--- config.mk ---
export PLATFORM = sky130hd
export DESIGN_NAME = sort5_pipe
export DESIGN_NICKNAME = d
export VERILOG_FILES = /design/src/rtl/sort5_pipe.sv
export SDC_FILE = /design/constraint.sdc
export NUM_CORES = 2
export LEC_CHECK = 0
export CAP_MARGIN = 25
export CORE_ASPECT_RATIO = 0.5
export CORE_MARGIN = 3
export CORE_UTILIZATION = 37
export DETAILED_ROUTE_END_ITERATION = 6
export GPL_TIMING_DRIVEN = 0
export HOLD_SLACK_MARGIN = 0.03
export PLACE_DENSITY_LB_ADDON = 0.08
export SKIP_LAST_GASP = 1
export SLEW_MARGIN = 20
export SYNTH_ARGS = -nofsm -noshare
export SYNTH_HDL_FRONTEND = slang
export SYNTH_SLANG_ARGS = --single-unit
--- constraint.sdc ---
create_clock -name clk -period 44.7 [get_ports clk]
set_clock_uncertainty 0.15 [all_clocks]
set_input_delay 6.705 -clock clk [delete_from_list [all_inputs] [get_ports clk]]
set_output_delay 6.705 -clock clk [all_outputs]
set_load 0.02 [all_outputs]
--- src/rtl/sort5_pipe.sv ---
// Pipelined 5-input sorting network (9 compare-exchanges, 5 registered layers) with valid/ready flow control.
// Optional SORT5_TAG_EN adds tag_0..tag_4 carrying each element's original input index.
module sort5_pipe #(
  parameter int DATA_W = 32
) (
  input  logic              clk,
  input  logic              rst,
  input  logic              in_valid,
  output logic              in_ready,
  input  logic              in_desc,
  input  logic [DATA_W-1:0] data_0,
  input  logic [DATA_W-1:0] data_1,
  input  logic [DATA_W-1:0] data_2,
  input  logic [DATA_W-1:0] data_3,
  input  logic [DATA_W-1:0] data_4,
  output logic              out_valid,
  input  logic              out_ready,
  output logic [DATA_W-1:0] sort_0,
  output logic [DATA_W-1:0] sort_1,
  output logic [DATA_W-1:0] sort_2,
  output logic [DATA_W-1:0] sort_3,
  output logic [DATA_W-1:0] sort_4,
  output logic              out_desc
`ifdef SORT5_TAG_EN
  ,
  output logic [2:0]        tag_0,
  output logic [2:0]        tag_1,
  output logic [2:0]        tag_2,
  output logic [2:0]        tag_3,
  output logic [2:0]        tag_4
`endif
);

  typedef logic [4:0][DATA_W-1:0] word_t;
  typedef logic [4:0][2:0]        tags_t;

  localparam tags_t LANE_TAGS = {3'd4, 3'd3, 3'd2, 3'd1, 3'd0};

  // Handshake: a word enters when in_valid && in_ready, leaves when out_valid && out_ready;
  // the whole pipe moves together whenever the output stage is empty or being drained.
  logic       w_adv;
  word_t      w_q     [5];
  logic [4:0] w_qv;
  logic [4:0] w_qdesc;
`ifdef SORT5_TAG_EN
  tags_t      w_qt    [5];
`endif

  function automatic logic cx(input logic [DATA_W-1:0] a, input logic [DATA_W-1:0] b,
                              input logic desc);
    cx = desc ? (a < b) : (a > b);
  endfunction

  assign w_adv    = !w_qv[4] || out_ready;
  assign in_ready = w_adv;

  for (genvar k = 0; k < 5; k++) begin : g_stage
    localparam logic [2:0] PA0 = (k == 3) ? 3'd1 : (k == 4) ? 3'd2 : 3'd0;
    localparam logic [2:0] PB0 = (k == 0) ? 3'd3 : (k == 1) ? 3'd2 : (k == 2) ? 3'd1 :
                                 (k == 3) ? 3'd2 : 3'd3;
    localparam logic [2:0] PA1 = (k <= 1) ? 3'd1 : (k == 2) ? 3'd2 : 3'd3;
    localparam logic [2:0] PB1 = (k == 1) ? 3'd3 : 3'd4;

    word_t r_d;
    logic  r_v;
    logic  r_desc;
    word_t w_src;
    word_t w_res;
    logic  w_v_in;
    logic  w_desc_in;
    logic  w_sw0;
    logic  w_sw1;

    if (k == 0) begin : g_src
      assign w_src     = {data_4, data_3, data_2, data_1, data_0};
      assign w_v_in    = in_valid;
      assign w_desc_in = in_desc;
    end else begin : g_src
      assign w_src     = w_q[k-1];
      assign w_v_in    = w_qv[k-1];
      assign w_desc_in = w_qdesc[k-1];
    end

    // The last layer has a single compare pair; its second swap is tied off.
    assign w_sw0 = cx(w_src[PA0], w_src[PB0], w_desc_in);
    assign w_sw1 = (k != 4) && cx(w_src[PA1], w_src[PB1], w_desc_in);

    always_comb begin
      w_res = w_src;
      if (w_sw0) begin
        w_res[PA0] = w_src[PB0];
        w_res[PB0] = w_src[PA0];
      end
      if (w_sw1) begin
        w_res[PA1] = w_src[PB1];
        w_res[PB1] = w_src[PA1];
      end
    end

    always_ff @(posedge clk or posedge rst) begin
      if (rst) begin
        r_d    <= '0;
        r_v    <= 1'b0;
        r_desc <= 1'b0;
      end else if (w_adv) begin
        r_d    <= w_res;
        r_v    <= w_v_in;
        r_desc <= w_desc_in;
      end
    end

    assign w_q[k]     = r_d;
    assign w_qv[k]    = r_v;
    assign w_qdesc[k] = r_desc;

`ifdef SORT5_TAG_EN
    tags_t r_t;
    tags_t w_tsrc;
    tags_t w_tres;

    if (k == 0) begin : g_tsrc
      assign w_tsrc = LANE_TAGS;
    end else begin : g_tsrc
      assign w_tsrc = w_qt[k-1];
    end

    always_comb begin
      w_tres = w_tsrc;
      if (w_sw0) begin
        w_tres[PA0] = w_tsrc[PB0];
        w_tres[PB0] = w_tsrc[PA0];
      end
      if (w_sw1) begin
        w_tres[PA1] = w_tsrc[PB1];
        w_tres[PB1] = w_tsrc[PA1];
      end
    end

    always_ff @(posedge clk or posedge rst) begin
      if (rst) begin
        r_t <= LANE_TAGS;
      end else if (w_adv) begin
        r_t <= w_tres;
      end
    end

    assign w_qt[k] = r_t;
`endif
  end

  assign out_valid = w_qv[4];
  assign out_desc  = w_qdesc[4];
  assign sort_0    = w_q[4][0];
  assign sort_1    = w_q[4][1];
  assign sort_2    = w_q[4][2];
  assign sort_3    = w_q[4][3];
  assign sort_4    = w_q[4][4];

`ifdef SORT5_TAG_EN
  assign tag_0 = w_qt[4][0];
  assign tag_1 = w_qt[4][1];
  assign tag_2 = w_qt[4][2];
  assign tag_3 = w_qt[4][3];
  assign tag_4 = w_qt[4][4];
`endif

endmodule

==> impl_metrics.toml <==
[cells_and_area]
multi_input_area_um2 = 21900
area_growth_pct = 18.4
layout-drive-gt1-share_pct = 7.12
nNetsFinal = 5964
ff_latch_area_um2 = 20300
fin_util_pct = 44.5
fin_area_um2 = 54100
fillers = 11986

[global_routing]
track_usage_pct = 32.4
grt_overflow = 0
grt_pass1_wl_um = 299000
antenna_found_initial = 13
grt_max_degree = 105
grt_pass1_vias = 41733

[synth]
synthArstFlopShare_pct = 100
synth_adder_area_share_pct = 7.88
synth_commonest_cells = "1067 x nand2_1, 810 x dfrtp_1, 593 x o211ai_1, 579 x nand4_1, 423 x nand3_1"
yosysTopAreaCell = "dfrtp_1"
yosys_warnings = 0
yosysUniqueCellTypes = 42
synth_edf_count = 0
ys_seq_area_share_pct = 44.4
avgSynthCellArea_um2 = 9.00
yosysTopAreaCellShare_pct = 44.4
synth_compound_area_share_pct = 17.0
syn_inst = 5080
synth_mux_area_share_pct = 0.723
yosys.area_share.simple_pct = 22.4
yosys.area_share.xor_xnor_pct = 0
ys_top_cells_by_area = "dfrtp_1 44%, o211ai_1 9.7%, nand2_1 8.8%, nand4_1 7.9%, ha_1 7.9%"
synth_top_family_by_area = "simple AND/OR/NAND/NOR gates"
synth_area_um2 = 45700
synth_nets = 5533
synth_ff_type = "dfrtp_1"
yosysMostFrequentCell = "nand2_1"
ys_seq_elements = 810

[placed_design]
placed_cell_area_um2 = 51300
io_buffers = 326
dp_hpwl_um = 169000
gp_congestion = 1.02

[pwr]
powerDensity_nw_per_um2 = 86.0
seqPwrFrac_pct = 34.6
clock_power_share_pct = 15.8
intPower_uw = 2320
power_frac_comb_pct = 49.5
p_sw_uw = 2340
p_sw_share_pct = 50.2
peakVddDrop_uv = 36.0
p_leak_uw = 0.0244

[floorplanning]
start_util_pct = 37.6
core_um2 = 122000
rows = 90
die_h_um = 255
ios = 328
design.die.area_um2 = 128000
die_width_um = 503

[timing]
hold_ws_ns = 0.307
clock.fmax_mhz = 58.4
setup_viol = 0
maxSlewViolCount = 0
post-route-period-util_pct = 38.3
finalSetupTns_ns = 0
grt_setup_unrepaired = "no"
max_slew_margin_pct = 21.6
fin_crit_ns = 17.14
hold_viol_final = 0
worstMarginPinSlew_ns = 1.18

[detailed_routing]
first_pass_iters = 6
met2WireLength_um = 84800
highest_layer = "met5"
wl_met1_um = 95900
drc = 0
num_vias = 43807
postRouteAntennaNets = 0
wl_per_cell_um = 29.4
wl_met3_um = 23800
wl_um = 211000
viasPerCell = 6.10
drt_iter0_markers = 5484

[worst_setup_path]
critPathLaunchType = "input pin"
cp_cell_sequence = "clkdlybuf4s50_1 -> nor2b_1 -> clkbuf_1 -> inv_2 -> clkbuf_2 -> clkbuf_1 -> clkbuf_1 -> clkdlybuf4s50_1"
crit_type = "input pin to output port"
crit_path_top_delay_cell = "clkbuf_1"
critPathRequiredTime_ns = 37.85
rr_worst_depth = 7
crit_path_end_kind = "output port"
critPathMaxFanout = 10
arrival_ns = 10.28
cp_common_cell = "clkbuf_1"
max_stage_delay_ns = 0.88

[clocking]
cts_setup_buffers = 0
cts_hold_buf = 0
cts_buffers = 82
cts_buffer_depth = 3
clk_pin_slew_ns = 0.06
clock_sinks = 810
cts_tree = "built"
cts-root-buf = "clkbuf_16"
clk_latency_ns = 0.71
cts_resized = 0
htree_levels = 3

[hold_path]
hp-class = "flop to flop"
holdPathStages = 2

[run_status]
status = "complete, no violations"

[flow_run]
drv_cap = 0
## worst paths after layout
| path | endpoint | from | slack, ns |
|---|---|---|---|
| setup / recovery | in_ready | out_ready | 27.56 |
| hold / removal | g_stage[3].r_v | g_stage[3].r_v | 0.31 |
| setup reg to reg | g_stage[2].r_d[159] | out_valid | 40.66 |
| hold reg to reg | g_stage[3].r_v | g_stage[3].r_v | 0.31 |
| max in group asynchronous | g_stage[0].r_d[4] | rst | 36.32 |
| min in group asynchronous | sort_1[5] | rst | 6.39 |
## layout make-up
class | count | area share (%)
inverter | 300 | 2.09
antenna | 2 | 0.00925
timing repair buffer | 347 | 6.72
clock buffer | 113 | 4.27
tap | 1610 | 3.72
multi-input combinational | 3507 | 40.6
buffer | 463 | 4.38
clock inverter | 35 | 0.809
sequential | 810 | 37.5
## kinds of logic after synthesis
logic type | after synthesis
and+or+nand+nor | 2149
AOI/OAI and AO/OA | 1037
DFF | 810
buffers and inverters | 763
adders and majority gates | 288
muxes | 33
## state kept, by name (all words and copies together), names as in the netlist, 4 cells and up
signal          count
sort_0             32
sort_4             32
g_stage.r_desc      4
g_stage.r_d       640
sort_2             32
g_stage.r_v         4
sort_3             32
sort_1             32
## stage by stage
stage	power [µW]	setup slack (ns)	instances
floorplan	2810	15.10	5080
global placement	3800	4.93	7016
detailed placement	3850	27.69	7033
CTS	4600	27.67	7181
global route	4910	27.59	7185
finish	4650	27.56	7187
## placed cells by master (no fill, tap or decap), types with 33 or more instances in the layout
master / synthesis / layout
a21oi_1: 86 / 86
nand2_1: 1067 / 1067
clkbuf_16: 0 / 82
o21ai_0: 120 / 120
o211ai_2: 58 / 58
clkbuf_1: 297 / 305
buf_2: 77 / 78
clkdlybuf4s50_1: 0 / 326
a21o_1: 42 / 42
buf_6: 40 / 44
ha_1: 288 / 288
dfrtp_1: 810 / 810
nand3_1: 423 / 423
mux2i_1: 33 / 33
o211ai_1: 593 / 593
inv_1: 299 / 298
nand4_1: 579 / 579
o211a_1: 33 / 33
## layer usage
metal / vias to the layer above / GRT usage (%)
met3: 381 / 9.46
met5: - / 0
met2: 2093 / 45.1
met4: 4 / 8.90
met1: 21861 / 48.5
li1: 19468 / -
## power groups by stage
stage / registers (µW) / clock network (µW) / logic (µW)
detailed placement: 1590 / 0 / 2260
global placement: 1590 / 0 / 2220
finish: 1610 / 737 / 2300
floorplan: 1330 / 0 / 1480
CTS: 1580 / 747 / 2270
global route: 1610 / 778 / 2520
## worst max-delay path: cells and delay by family
kind / cells / cell delay (ns)
AND/OR/NAND/NOR: 1 / 0.05
buffers and inverters: 7 / 3.52
No activity file was read; power rests on OpenSTA's default activity.
